`src/rtl/pmod_da2_scheduler.sv`:
```
// pmod_da2_scheduler
// Sample-rate scheduler for a two-channel DAC121S101 serializer (PMOD DA2).
// Two stream requesters fill small per-channel FIFOs. Each sample period the
// scheduler pops one sample per channel and builds the two 16-bit DAC words.
// It then requests one serializer frame through a start/busy handshake.
//
// Ports
//   CLK_i, ARESETN_i        clock, synchronous active-low reset
//   ENABLE_i                scheduling on/off (FIFOs keep accepting when off)
//   PERIOD_i                sample period in clocks (values below 2 act as 2)
//   PD_MODE_i               DAC power-down bits placed in both words
//   S0_/S1_TDATA/TVALID_i   per-channel 12-bit sample streams
//   S0_/S1_TREADY_o         per-channel FIFO not full
//   DAC_DATA0_o/1_o         {2'b00, PD, sample} words for DIN0/DIN1
//   DAC_START_o             one-cycle serializer request
//   DAC_BUSY_i              serializer busy
//   UNDERRUN0_o/1_o         saturating count of ticks that found a FIFO empty
//   MISSED_o                sticky: a tick arrived while a frame was in flight
//
// state    | meaning
// ---------+-----------------------------------------------------------
// IDLE     | waiting for a sample tick
// LOAD     | pop FIFOs (or count underrun) and update the DAC words
// START    | request a frame as soon as the serializer is not busy
// WAIT_HI  | wait up to 2 cycles for busy to rise
// WAIT_LO  | wait for busy to fall (frame end)
module pmod_da2_scheduler #(
  parameter int FIFO_AW  = 2,
  parameter int PERIOD_W = 16
) (
  input  logic                CLK_i,
  input  logic                ARESETN_i,
  input  logic                ENABLE_i,
  input  logic [PERIOD_W-1:0] PERIOD_i,
  input  logic [1:0]          PD_MODE_i,
  input  logic [11:0]         S0_TDATA_i,
  input  logic                S0_TVALID_i,
  output logic                S0_TREADY_o,
  input  logic [11:0]         S1_TDATA_i,
  input  logic                S1_TVALID_i,
  output logic                S1_TREADY_o,
  output logic [15:0]         DAC_DATA0_o,
  output logic [15:0]         DAC_DATA1_o,
  output logic                DAC_START_o,
  input  logic                DAC_BUSY_i,
  output logic [7:0]          UNDERRUN0_o,
  output logic [7:0]          UNDERRUN1_o,
  output logic                MISSED_o
);

  localparam int DEPTH = 1 << FIFO_AW;

  typedef enum logic [2:0] {
    ST_IDLE,
    ST_LOAD,
    ST_START,
    ST_WAIT_HI,
    ST_WAIT_LO
  } state_t;

  state_t state, state_nxt;

  // ---------------------------------------------------------------------
  // Sample-period counter
  // ---------------------------------------------------------------------
  logic [PERIOD_W-1:0] cnt;
  logic [PERIOD_W-1:0] per_lat;
  logic [PERIOD_W-1:0] per_in;
  logic [PERIOD_W-1:0] per_eff;
  logic                tick;

  // The period is taken from PERIOD_i only while the count sits at 0, so a
  // change made mid-count is applied after the current wrap.
  always_comb begin
    per_in  = (PERIOD_i < PERIOD_W'(2)) ? PERIOD_W'(2) : PERIOD_i;
    per_eff = (cnt == '0) ? per_in : per_lat;
  end

  assign tick = ENABLE_i && (cnt == per_eff - PERIOD_W'(1));

  always_ff @(posedge CLK_i) begin
    if (!ARESETN_i) begin
      cnt     <= '0;
      per_lat <= PERIOD_W'(2);
    end else begin
      per_lat <= per_eff;
      if (!ENABLE_i || (cnt == per_eff - PERIOD_W'(1))) begin
        cnt <= '0;
      end else begin
        cnt <= cnt + PERIOD_W'(1);
      end
    end
  end

  // ---------------------------------------------------------------------
  // Per-channel FIFOs
  // ---------------------------------------------------------------------
  logic [1:0]       s_valid;
  logic [1:0][11:0] s_data;
  logic [1:0]       fifo_ready;
  logic [1:0]       fifo_empty;
  logic [1:0][11:0] fifo_head;

  assign s_valid = {S1_TVALID_i, S0_TVALID_i};
  assign s_data  = {S1_TDATA_i, S0_TDATA_i};

  for (genvar gc = 0; gc < 2; gc++) begin : g_fifo
    logic [11:0]        mem [DEPTH];
    logic [FIFO_AW-1:0] wr_ptr;
    logic [FIFO_AW-1:0] rd_ptr;
    logic [FIFO_AW:0]   occ;
    logic [FIFO_AW:0]   occ_nxt;
    logic               rdy;
    logic               push;
    logic               pop;

    assign push = s_valid[gc] && rdy;
    assign pop  = (state == ST_LOAD) && (occ != '0);

    assign fifo_ready[gc] = rdy;
    assign fifo_empty[gc] = (occ == '0);
    assign fifo_head[gc]  = mem[rd_ptr];

    always_comb begin
      occ_nxt = occ;
      case ({push, pop})
        2'b10:   occ_nxt = occ + (FIFO_AW+1)'(1);
        2'b01:   occ_nxt = occ - (FIFO_AW+1)'(1);
        default: occ_nxt = occ;
      endcase
    end

    // Ready is registered from the next occupancy so it never depends
    // combinationally on TVALID.
    always_ff @(posedge CLK_i) begin
      if (!ARESETN_i) begin
        wr_ptr <= '0;
        rd_ptr <= '0;
        occ    <= '0;
        rdy    <= 1'b1;
      end else begin
        if (push) wr_ptr <= wr_ptr + FIFO_AW'(1);
        if (pop)  rd_ptr <= rd_ptr + FIFO_AW'(1);
        occ <= occ_nxt;
        rdy <= (occ_nxt != (FIFO_AW+1)'(DEPTH));
      end
    end

    always_ff @(posedge CLK_i) begin
      if (push) mem[wr_ptr] <= s_data[gc];
    end
  end

  assign S0_TREADY_o = fifo_ready[0];
  assign S1_TREADY_o = fifo_ready[1];

  // ---------------------------------------------------------------------
  // Sequencing FSM
  // ---------------------------------------------------------------------
  logic wait_cnt;
  logic dac_start;

  always_ff @(posedge CLK_i) begin
    if (!ARESETN_i) begin
      state <= ST_IDLE;
    end else begin
      state <= state_nxt;
    end
  end

  always_comb begin
    state_nxt = state;
    dac_start = 1'b0;
    case (state)
      ST_IDLE: begin
        if (tick) state_nxt = ST_LOAD;
      end
      ST_LOAD: begin
        state_nxt = ST_START;
      end
      ST_START: begin
        if (!DAC_BUSY_i) begin
          dac_start = 1'b1;
          state_nxt = ST_WAIT_HI;
        end
      end
      ST_WAIT_HI: begin
        if (DAC_BUSY_i) begin
          state_nxt = ST_WAIT_LO;
        end else if (wait_cnt == 1'b0) begin
          // Busy never showed up; treat the frame as already finished.
          state_nxt = ST_IDLE;
        end
      end
      ST_WAIT_LO: begin
        if (!DAC_BUSY_i) state_nxt = ST_IDLE;
      end
      default: begin
        state_nxt = ST_IDLE;
      end
    endcase
  end

  // Down-counter covering the two WAIT_HI cycles; loaded while in START.
  always_ff @(posedge CLK_i) begin
    if (!ARESETN_i) begin
      wait_cnt <= 1'b0;
    end else if (state == ST_START) begin
      wait_cnt <= 1'b1;
    end else if ((state == ST_WAIT_HI) && (wait_cnt != 1'b0)) begin
      wait_cnt <= 1'b0;
    end
  end

  assign DAC_START_o = dac_start;

  // ---------------------------------------------------------------------
  // DAC words, underrun counters, missed-tick flag
  // ---------------------------------------------------------------------
  logic [15:0] dac_data0;
  logic [15:0] dac_data1;
  logic [7:0]  underrun0;
  logic [7:0]  underrun1;
  logic        missed;

  always_ff @(posedge CLK_i) begin
    if (!ARESETN_i) begin
      dac_data0 <= '0;
      dac_data1 <= '0;
      underrun0 <= '0;
      underrun1 <= '0;
      missed    <= 1'b0;
    end else begin
      if (tick && (state != ST_IDLE)) missed <= 1'b1;

      if (state == ST_LOAD) begin
        // An empty FIFO repeats the previous sample but still picks up
        // the current power-down bits.
        dac_data0 <= {2'b00, PD_MODE_i,
                      fifo_empty[0] ? dac_data0[11:0] : fifo_head[0]};
        dac_data1 <= {2'b00, PD_MODE_i,
                      fifo_empty[1] ? dac_data1[11:0] : fifo_head[1]};
        if (fifo_empty[0] && (underrun0 != 8'hFF)) underrun0 <= underrun0 + 8'd1;
        if (fifo_empty[1] && (underrun1 != 8'hFF)) underrun1 <= underrun1 + 8'd1;
      end
    end
  end

  assign DAC_DATA0_o = dac_data0;
  assign DAC_DATA1_o = dac_data1;
  assign UNDERRUN0_o = underrun0;
  assign UNDERRUN1_o = underrun1;
  assign MISSED_o    = missed;

endmodule

```
`config.mk`:
```
export PLATFORM = sky130hd
export DESIGN_NAME = pmod_da2_scheduler
export DESIGN_NICKNAME = d
export VERILOG_FILES = /design/src/rtl/pmod_da2_scheduler.sv
export SDC_FILE = /design/constraint.sdc
export NUM_CORES = 1
export LEC_CHECK = 0
export ABC_AREA = 0
export BUFFER_PORTS_ARGS = -buffer_cell sky130_fd_sc_hd__buf_2
export CAP_MARGIN = 20
export CORE_MARGIN = 1
export CORE_UTILIZATION = 56
export DETAILED_ROUTE_END_ITERATION = 8
export HOLD_SLACK_MARGIN = 0.02
export PLACE_DENSITY = 0.75
export SKIP_CTS_REPAIR_TIMING = 1
export SYNTH_ARGS = -nofsm -noshare
export SYNTH_HDL_FRONTEND = slang
export SYNTH_SLANG_ARGS = --single-unit
```
`constraint.sdc`:
```
create_clock -name CLK_i -period 5.8 [get_ports CLK_i]
set_clock_uncertainty 0.15 [all_clocks]
set_input_delay 1.16 -clock CLK_i [delete_from_list [all_inputs] [get_ports CLK_i]]
set_output_delay 1.16 -clock CLK_i [all_outputs]
set_load 0.005 [all_outputs]
```
==> results of run 1 <==
worst min-delay path: cells and delay by family (launching register included):
family	cells	cell delay (ps)
and+or+nand+nor	1	50
DFF	1	310
AOI/OAI and AO/OA	1	50
registers in the layout, indices dropped and copies added (netlist names), 3 cells and up:
name / count
g_fifo.rd_ptr: 4
DAC_DATA0_o: 12
g_fifo.occ: 6
state: 3
cnt: 16
g_fifo.mem: 96
UNDERRUN1_o: 8
g_fifo.wr_ptr: 4
DAC_DATA1_o: 14
per_lat: 16
UNDERRUN0_o: 8
stage by stage:
stage | instances | total power, mW | util (%)
after global routing | 1028 | 2.938 | 65.81
after global placement | 996 | 1.721 | 61.88
after floorplan | 753 | 1.657 | -
after detailed placement | 996 | 1.732 | 61.88
after CTS | 1028 | 2.856 | 65.81
final | 1028 | 2.838 | 65.81
routing by layer:
metal | wire (um) | up-vias | GRT usage [%]
met1 | 7590 | 2934 | 29.00
li1 | - | 2868 | -
met2 | 9381 | 150 | 43.37
met4 | 371 | 0 | 8.465
met5 | 0 | - | 0
met3 | 755 | 31 | 5.477
layout make-up:
cell class	count	area [um2]	share of cell area, %
flip-flops and latches	191	4785	49.46
multi-input cells	501	3493	36.11
repair buffers	100	513.0	5.303
clock buffers	18	439.2	4.540
well taps	184	230.2	2.380
clock inverters	14	137.6	1.423
inverters	20	75.07	0.7761
worst min-delay path by stage:
stage	end	slack (ps)	start
CTS	DAC_DATA1_o[3]$_SDFFE_PN0P_	310	DAC_DATA1_o[3]$_SDFFE_PN0P_
floorplan	MISSED_o$_SDFFE_PN0P_	290	MISSED_o$_SDFFE_PN0P_
detailed placement	DAC_DATA1_o[3]$_SDFFE_PN0P_	300	DAC_DATA1_o[3]$_SDFFE_PN0P_
finish	MISSED_o$_SDFFE_PN0P_	300	MISSED_o$_SDFFE_PN0P_
global placement	MISSED_o$_SDFFE_PN0P_	290	MISSED_o$_SDFFE_PN0P_
global route	DAC_DATA0_o[2]$_SDFFE_PN0P_	330	DAC_DATA0_o[2]$_SDFFE_PN0P_
power by group through the flow:
| stage | Combinational [mW] | Clock (mW) | Sequential, mW |
|---|---|---|---|
| after floorplan | 0.145 | 0 | 1.51 |
| after global placement | 0.204 | 0 | 1.52 |
| after detailed placement | 0.211 | 0 | 1.52 |
| after CTS | 0.212 | 1.15 | 1.49 |
| after global routing | 0.238 | 1.21 | 1.49 |
| final | 0.212 | 1.14 | 1.49 |
cells in the final DEF, fill, tap and decap left out, types with 10 or more instances in the layout:
cell       Yosys  layout
inv_1         18      18
and3_1        17      17
a21oi_1       44      44
edfxtp_1      96      96
nor3_2        10      10
or3_1         14      14
mux2i_1       12      12
ha_1          15      15
mux4_2        24      24
o21ai_0       15      15
clkbuf_16      0      17
xnor2_1       24      24
nand3_1       15      15
nor2_1        56      56
dfxtp_1       95      95
nor3_1        18      18
nand2_1      106     106
buf_2          4      95
nand4_1       11      11
xor2_1        30      30
kinds of logic (layout without fill, tap and decap cells):
logic type	after synthesis	in the layout	synth area share, %
simple gates	292	292	17.26
flops	191	191	56.02
compound gates	96	96	7.164
buf+inv	61	152	3.311
xor+xnor	54	54	5.538
mux	38	38	7.999
fa+ha+maj	17	17	2.666
other cells	1	4	0.04391
==> metrics.md, run 1 <==
| Metric | Value |
|---|---|
| Outcome | `complete, but fails checks` |
| Violated checks | `DRC` |
| Top post-synthesis cells by count | `nand2_1, edfxtp_1, dfxtp_1` |
| GRT overflow | `0` |
| Longest Clk Path Bufs | `2` |
| Fin area | `just under 10000 um2` |
| Power per cell area | `just under 300 nW/um2` |
| Switch share | `24.81%` |
| Reg clk slew, reported paths | `~70 ps` |
| Routed Wire Length | `~18000 um` |
| WP data arrival | `between 5000 and 6000 ps` |
| Post-Syn Area | `between 8000 and 9000 um2` |
| Worst slew margin | `39.31%` |
| CP Data Required Time | `slightly below 6000 ps` |
| Share of cells above drive strength 1 | `~21%` |
| Number of global-route vias before repair | `between 6000 and 7000` |
| Crit-path cells | `buf_2, nor4_1, nand4_1, o211ai_1, and2_1, ha_1, nor3b_1, nand4_1, xnor2_1, o21ai_0, or4_4, a2111oi_4, and4b_1, buf_4, nor3_1` |
| First-pass GRT wire length | `between 20000 and 30000 um` |
| Setup TNS | `0 ps` |
| WP buf/inv | `2` |
| Number of failing hold endpoints at the final stage | `0` |
| CTS H-Tree Depth | `4` |
| Slew Limit Fails | `0` |
| Drt first pass iters | `7` |
| Post-synthesis sequential area ratio | `a little under three fifths` |
| Die Height | `125.5 um` |
| IR drop worst, VDD | `about 0.28 mV` |
| Critical path's slowest cell | `or4_4` |
| Final setup viols | `0` |
| CP max FO | `16` |
| Hold WC Path Type | `reg -> reg` |
| Dominant cell by count in the synthesized netlist | `nand2_1` |
| Leak Pwr | `around 3.6 nW` |
| Ranking of synthesized cells by area | `edfxtp_1, dfxtp_1, mux4_2, nand2_1, xor2_1` |
| Full die area | `between 15000 and 20000 um2` |
| Crit path time final | `roughly 5200 ps` |
| CP dominant cell by count | `nand4_1` |
| Hold Slack | `approximately 300 ps` |
| CTS Buf Count | `17` |
| Combinational Power Share | `7.5%` |
| Post-layout worst setup margin | `583.6 ps` |
| CP peak stage delay | `570 ps` |
| Clock Sinks | `about 190` |
| Mean Syn Cell Area | `between 10 and 15 um2` |
| Site row count | `44` |
| Top cell type's share of synthesized area | `around 34%` |
| Synth cell types | `64` |
| P_int | `2.134 mW` |
| Seq pwr share | `a little over half` |
| Gp weighted congestion | `around 0.90` |
| DRC Markers | `5` |
| Sw Pwr | `roughly 700 uW` |
| Final #Nets | `about 900` |
| Clk_lat worst skew | `430 ps` |
| Placeable Area | `approximately 15000 um2` |
| Antenna Cells | `0` |
| Via count | `around 6000` |
| Hold path cells | `2` |
| Initial antenna violation count | `0` |
| CP Class | `in -> reg` |
| CTS tree | `built` |
| Post-Synthesis Cells | `750` |
| Initial Utilization | `about three fifths` |
| Startpoint Class | `input port` |
| IO buf count | `95` |
| Largest net degree at the start of global routing | `45` |
| Worst r2r src | `cnt[0]$_SDFF_PP0_` |
| Synthesized flop and latch total | `191` |
| Placed inst area | `9096 um2` |
| GR Util All Layers | `approximately 24%` |
| Yosys warnings | `0` |
| Crit. Startpoint | `PERIOD_i[13]` |
| Async SR Flop Fraction | `0%` |
| R2R cell count | `17` |
| Least-Margin Pin Slew | `about 900 ps` |
| Io pins | `100` |
| Antenna-violating nets left | `0` |
| Clk pwr share | `roughly 40%` |
| Layout area overhead | `13.26%` |
| Dominant cell type by area after synthesis | `edfxtp_1` |
| Place WS | `between 150 and 200 ps` |
| RSZ-0062 raised after global routing | `false` |
| Number of enable flip-flop cells after synthesis | `96` |
| Crit path depth | `15` |
| DRC marker count from the first detailed-route iteration | `between 300 and 400` |
| Die Span X | `125.5 um` |
| CP top delay family | `simple AND/OR/NAND/NOR gates` |
| Final Cycle Share | `89.94%` |
| Reg2reg setup slack | `roughly 800 ps` |
| Root buffer cell | `clkbuf_16` |
| Fillers | `1100` |
| End of the worst register-to-register path | `cnt[15]$_SDFF_PP0_` |
| Critical Path Sink Type | `flop` |
| MaxCap Viol Count | `0` |
| Dpl hpwl | `roughly 13000 um` |
| Vias/cell | `5.820` |
| F_max | `around 190 MHz` |
| Drt wl/cell | `17.61 um` |
| Worst setup path endpoint | `cnt[15]$_SDFF_PP0_` |
| Ys flop type | `edfxtp_1` |
(Power assumes the default switching activity.)
==> run 2: changes to the inputs <==
--- a/config.mk
+++ b/config.mk
@@ -5,7 +5,7 @@
 export SDC_FILE = /design/constraint.sdc
 export NUM_CORES = 1
 export LEC_CHECK = 0
-export ABC_AREA = 0
+export ABC_AREA = 1
 export BUFFER_PORTS_ARGS = -buffer_cell sky130_fd_sc_hd__buf_2
 export CAP_MARGIN = 20
 export CORE_MARGIN = 1
==> run 2 against run 1 <==
  * The run still ends with DRC left
  * Hold slack improved by 11 ps
  * Sequential power is 3% higher
  * Clock power about the same
  * Wire length is 0.31% lower
  * Clock-buffer cell count grew 2
  * Flip-flop and latch count unchanged
  * Worst setup slack improved by 1500 ps
  * Register-to-register slack better by 1300 ps
  * First-iteration DRC count up 25%
  * Synthesized area is 0.29% higher
  * Die area is 0.29% higher
  * Highest routed layer is now met5
==> metrics.md, run 2 <==
| Metric | Value |
|---|---|
| Die Span X | `125.7 um` |
| Reg2reg setup slack | `2110 ps` |
| Mux contribution to synthesized area | `0%` |
| Multi-input logic area | `3254 um2` |
| WHS Endpoint | `wait_cnt$_SDFFE_PN0P_` |
| Largest net degree at the start of global routing | `30` |
| Share of cells above drive strength 1 | `between 15 and 20%` |
| Least-Margin Pin Slew | `946.1 ps` |
| Critical Path Sink Type | `flop` |
| Mean Syn Cell Area | `between 8 and 9 um2` |
| CP Class | `reg -> reg` |
| Simple-gate area share of the yosys netlist | `a little under a quarter` |
| DRC Markers | `8` |
| CTS Buf Count | `17` |
| Ys flop type | `edfxtp_1` |
| Die Height | `~130 um` |
| Number of failing hold endpoints at the final stage | `0` |
| Vias/cell | `5.308` |
| Crit path time final | `3685 ps` |
| Hold WC Path Type | `reg -> reg` |
| Hold Path Origin | `wait_cnt$_SDFFE_PN0P_` |
| Initial antenna violation count | `1` |
| Clk_lat worst skew | `440 ps` |
| Top cell type's share of synthesized area | `between 30% and 40%` |
| Post-synthesis sequential area ratio | `between 50% and 60%` |
| Adder-Cell Fraction of Synth Area | `~2.7%` |
| Main combinational cell family by area after synthesis | `simple AND/OR/NAND/NOR gates` |
| Max FFs per register | `96` |
| MaxCap Viol Count | `0` |
| Reg clk slew, reported paths | `70 ps` |
| Io pins | `100` |
| Initial Utilization | `between 50% and 60%` |
| Outcome | `complete, but fails checks` |
| Number of enable flip-flop cells after synthesis | `96` |
| CTS H-Tree Depth | `4` |
| Compound-Gate Fraction of Synth Area | `a little over a tenth` |
| Placeable Area | `~15000 um2` |
| Top post-synthesis cells by count | `nor2_1, nand2_1, o21ai_0` |
| Routed Wire Length | `about 18000 um` |
| Hold path cells | `2` |
| Power per cell area | `313.9 nW/um2` |
| First-pass GRT wire length | `between 20000 and 30000 um` |
| Final #Nets | `~1100` |
| Post-Synthesis Cells | `971` |
| F_max | `~270 MHz` |
| CP max FO | `18` |
| Longest Clk Path Bufs | `2` |
| Startpoint Class | `flop` |
| Fillers | `between 1000 and 1500` |
| End of the worst register-to-register path | `cnt[12]$_SDFF_PP0_` |
| Root buffer cell | `clkbuf_16` |
| Drt wl/cell | `14.31 um` |
| Biggest register | `g_fifo.mem` |
| RSZ-0062 raised after global routing | `false` |
| Most frequent cells in the layout | `nor2_1, nand2_1, o21ai_0` |
| DRC marker count from the first detailed-route iteration | `a little under 500` |
| Post-Syn Area | `between 8000 and 9000 um2` |
| Worst slew margin | `around 37%` |
| Yosys warnings | `0` |
| Synthesized flop and latch total | `between 150 and 200` |
| Clock Sinks | `between 150 and 200` |
| Number of global-route vias before repair | `6334` |
| CP Data Required Time | `between 5000 and 6000 ps` |
| Hold Slack | `~310 ps` |
| Ranking of synthesized cells by area | `edfxtp_1, dfxtp_1, nor2_1, nand2_1, o21ai_0` |
| Worst r2r src | `cnt[0]$_SDFF_PP0_` |
| Violated checks | `DRC` |
| IR drop worst, VDD | `between 0.2 and 0.3 mV` |
| Final setup viols | `0` |
| R2R cell count | `21` |
| CTS tree | `built` |
| Antenna-violating nets left | `0` |
| Dominant cell by count in the synthesized netlist | `nor2_1` |
| Xor/xnor share of the synthesized area | `1.431%` |
| GR Util All Layers | `about 24%` |
| Most common cell after layout, fill and taps aside | `nor2_1` |
| Slew Limit Fails | `0` |
| Antenna Cells | `0` |
| Dpl hpwl | `12010 um` |
| Via count | `between 6000 and 7000` |
| Final Cycle Share | `63.54%` |
| Layout area overhead | `14.29%` |
| Dominant cell type by area after synthesis | `edfxtp_1` |
| Synth cell types | `39` |
| Site row count | `44` |
| Async SR Flop Fraction | `0%` |
| GRT overflow | `0` |
| Setup TNS | `0 ps` |
| Biggest regs | `g_fifo.mem (96), cnt (16), per_lat (16)` |
| WP data arrival | `a little under 4000 ps` |
| Leak Pwr | `3.988 nW` |
| Drt first pass iters | `9` |
| IO buf count | `95` |
| Sequential cell area | `~4800 um2` |
| Full die area | `15790 um2` |
| Gp weighted congestion | `around 0.94` |
-- run 2: kinds of logic after synthesis --
family / count (synthesis)
flops: 191
xor+xnor: 14
other cells: 1
simple gates: 444
buf+inv: 129
fa+ha+maj: 17
compound gates: 175
-- run 2: critical path, stage by stage, from the launching register on --
cell     delay (ps)
dfxtp_1         360
inv_1           130
ha_1            270
nand3_2         110
nor2_4          300
nand2_4         210
nand2_1         140
nand2_1         120
inv_1           130
ha_1            180
nand3_1         170
nor2_4          220
nand2_1         100
nor2_2          130
nand3_1          80
nand2_1          70
nor2_1           40
nand2_1          70
nor2_2           50
nand2_2          70
nand3_4         220
nor4_1          270
-- run 2: area by class of cell --
class | count | area share [%]
clock inverter | 12 | 1.444
sequential | 191 | 48.88
inverter | 94 | 3.604
clock buffer | 20 | 4.665
multi-input combinational | 654 | 33.24
tap | 184 | 2.352
timing repair buffer | 106 | 5.815
-- run 2: how the worst max path moves through the flow --
stage | slack, ps | from | end | cells past startpoint
floorplan | 2390 | PERIOD_i[13] | cnt[8]$_SDFF_PP0_ | 19
global placement | 2020 | PERIOD_i[13] | cnt[14]$_SDFF_PP0_ | 20
detailed placement | 1920 | PERIOD_i[13] | cnt[12]$_SDFF_PP0_ | 21
CTS | 2150 | cnt[0]$_SDFF_PP0_ | cnt[12]$_SDFF_PP0_ | 21
global route | 1780 | cnt[0]$_SDFF_PP0_ | cnt[14]$_SDFF_PP0_ | 19
finish | 2110 | cnt[0]$_SDFF_PP0_ | cnt[12]$_SDFF_PP0_ | 21
-- run 2: layer usage --
metal  global-route usage, %  part of all wire (%)  up-vias
met3                   5.692                   6.5       23
met5                       0                 0.061        -
met2                   40.29                    48      208
li1                        -                     -     3401
met4                   8.393                   1.3        2
met1                   30.64                    44     3060
-- run 2: through the flow --
stage / setup slack [ps] / instances / power, mW / util [%] / cell area [um2]
after floorplan: 2393 / 974 / 1.819 / - / 8577
after global placement: 2023 / 1226 / 1.925 / 62.07 / 9158
after detailed placement: 1922 / 1227 / 1.934 / 62.14 / 9169
after CTS: 2152 / 1259 / 3.085 / 66.20 / 9767
after global routing: 1780 / 1261 / 3.205 / 66.35 / 9789
final: 2115 / 1261 / 3.073 / 66.35 / 9789
-- run 2: power breakdown --
group	leakage, nW	switching, mW	internal, mW
Clock	0.295	0.528	0.635
Combinational	2.04	0.238	0.131
Sequential	1.65	0.0442	1.50
==> run 3: changes to the inputs <==
==> constraint.sdc (replaced) <==
create_clock -name CLK_i -period 3.55 [get_ports CLK_i]
set_clock_uncertainty 0.15 [all_clocks]
set_input_delay 0.71 -clock CLK_i [delete_from_list [all_inputs] [get_ports CLK_i]]
set_output_delay 0.71 -clock CLK_i [all_outputs]
set_load 0.005 [all_outputs]
==> run 3 against run 2 <==
  * The flow still finishes with violations (DRC)
  * Wire length increased by 3.3%
  * Register-to-register slack got worse by 1900 ps
  * Worst setup slack got worse by 1900 ps
  * Global-route usage increased by 0.61 points
  * Combinational power increased by 71%
  * Utilization increased by 0.75 points
  * Sequential power increased by 62%
  * Sequential share of layout area decreased by 0.54 points
  * Hold slack improved by 1.6 ps
==> metrics.md, run 3 (synthesized netlist as in run 2, its figures left out) <==
| Metric | Value |
|---|---|
| Critical Path Sink Type | `flop` |
| Site row count | `44` |
| Startpoint Class | `flop` |
| CP Data Required Time | `roughly 3700 ps` |
| Power per cell area | `slightly above 500 nW/um2` |
| Drt first pass iters | `9` |
| Sw Pwr | `1.357 mW` |
| Full die area | `approximately 16000 um2` |
| DRC Markers | `8` |
| Clock Sinks | `between 150 and 200` |
| Least-Margin Pin Slew | `just under 700 ps` |
| Grt met2 use | `between 40% and 50%` |
| Die Height | `about 130 um` |
| RSZ-0062 raised after global routing | `false` |
| Reg clk slew, reported paths | `70 ps` |
| Max FFs per register | `96` |
| Clk pwr share | `between 30% and 40%` |
| Cell Count Post-Placement | `~1200` |
| Number of global-route vias before repair | `between 6000 and 7000` |
| Post-Layout Cell Count | `between 1000 and 1500` |
| MaxCap Viol Count | `0` |
| Longest Clk Path Bufs | `2` |
| Slew Limit Fails | `0` |
| F_max | `304.3 MHz` |
| Most frequent cells in the layout | `nor2_1, nand2_1, o21ai_0` |
| Leak Pwr | `4.053 nW` |
| Combinational Power Share | `12.4%` |
| GR Util All Layers | `24.67%` |
| Violated checks | `DRC` |
| Most common cell after layout, fill and taps aside | `nor2_1` |
| Root buffer cell | `clkbuf_16` |
| First-pass GRT wire length | `about 30000 um` |
| Io pins | `100` |
| CP max FO | `13` |
| Worst slew margin | `~55%` |
| Die Span X | `approximately 130 um` |
| Final setup viols | `0` |
| Biggest regs | `g_fifo.mem (96), cnt (16), per_lat (16)` |
| Vias/cell | `approximately 5.3` |
| WP data arrival | `between 3000 and 4000 ps` |
| Hold WC Path Type | `reg -> reg` |
| Final Cycle Share | `about 90%` |
| Antenna-violating nets left | `0` |
| Initial Utilization | `between 50% and 60%` |
| DRC marker count from the first detailed-route iteration | `491` |
| Sequential cell area | `4785 um2` |
| CP Class | `reg -> reg` |
| Clk_lat worst skew | `between 400 and 500 ps` |
| Routed Wire Length | `approximately 19000 um` |
| CTS Buf Count | `17` |
| GRT busiest layer | `met2` |
| Final #Nets | `between 1000 and 1500` |
| Multi-input logic area | `around 3300 um2` |
| Final core utilization | `about 67%` |
| Layout area overhead | `15.57%` |
| IR drop worst, VDD | `0.6348 mV` |
| Placeable Area | `~15000 um2` |
| Met3 global-route usage | `5.140%` |
| Largest net degree at the start of global routing | `32` |
| Dpl hpwl | `12230 um` |
| Share of cells above drive strength 1 | `a little under a fifth` |
| Antenna Cells | `0` |
| Drt wl/cell | `~15 um` |
| Crit path time final | `about 3300 ps` |
| Fillers | `between 1000 and 1500` |
| Biggest register | `g_fifo.mem` |
| Seq pwr share | `49.1%` |
| IO buf count | `95` |
| Outcome | `complete, but fails checks` |
| Initial antenna violation count | `1` |
| CTS H-Tree Depth | `4` |
| Gp weighted congestion | `between 0.9 and 1` |
| Switch share | `between 20% and 30%` |
| Global Route met1 Usage | `a little under a third` |
| Via count | `6796` |
| Number of failing hold endpoints at the final stage | `0` |
| CTS tree | `built` |
| P_int | `3.740 mW` |
| Setup TNS | `0 ps` |
| GRT overflow | `0` |
==> run 3: worst max-delay path, stage by stage, from the launching register on <==
cell,delay [ps]
dfxtp_1,310
inv_1,110
ha_2,240
nand3_2,100
nor2_4,130
nand2_4,60
nand2_1,100
nand2_1,110
inv_1,140
ha_1,180
nand3_1,170
nor2_4,240
nand3_1,160
o21bai_1,150
nand2_1,70
nor2_1,100
nand2_1,80
nor2_2,130
nand2_2,80
nand3_4,150
buf_4,160
a21oi_2,30
==> run 3: path summary, 6_finish.rpt <==
kind | from | endpoint | slack, ps | depth (start not counted)
worst max register to register | cnt[0]$_SDFF_PP0_ | cnt[13]$_SDFF_PP0_ | 260 | 21
worst max-delay path | cnt[0]$_SDFF_PP0_ | cnt[13]$_SDFF_PP0_ | 260 | 21
worst min-delay path | wait_cnt$_SDFFE_PN0P_ | wait_cnt$_SDFFE_PN0P_ | 320 | 2
worst min register to register | wait_cnt$_SDFFE_PN0P_ | wait_cnt$_SDFFE_PN0P_ | 320 | 2
==> run 3: power by group through the flow <==
stage          Clock (mW)  Sequential, mW  Combinational, mW
6_report             1.96            2.50              0.630
5_1_grt              2.09            2.52              0.712
4_1_cts              1.99            2.50              0.622
3_5_place_dp            0            2.55              0.617
3_3_place_gp            0            2.55              0.603
2_1_floorplan           0            2.54              0.427
==> run 3: metrics by stage <==
stage	setup slack, ps	power [mW]	hold slack, ps	cell area (um2)
floorplan	593.3	2.972	288.6	8577
global placement	219.3	3.152	299.2	9210
detailed placement	128.9	3.168	305.9	9210
CTS	170.3	5.114	315.7	9827
global route	21.76	5.317	317.9	9899
finish	264.0	5.097	315.7	9899
==> run 3: layout make-up <==
class	instances	share of cell area, %
flip-flops and latches	191	48.33
multi-input cells	654	32.92
repair buffers	119	6.623
clock buffers	17	4.297
inverters	94	3.564
well taps	184	2.326
clock inverters	15	1.934
==> run 3: routing by layer <==
layer	share of wire (%)	up-vias
met5	0.054	-
met4	1.9	2
met3	5.4	32
met2	49	198
met1	44	3127
li1	-	3437
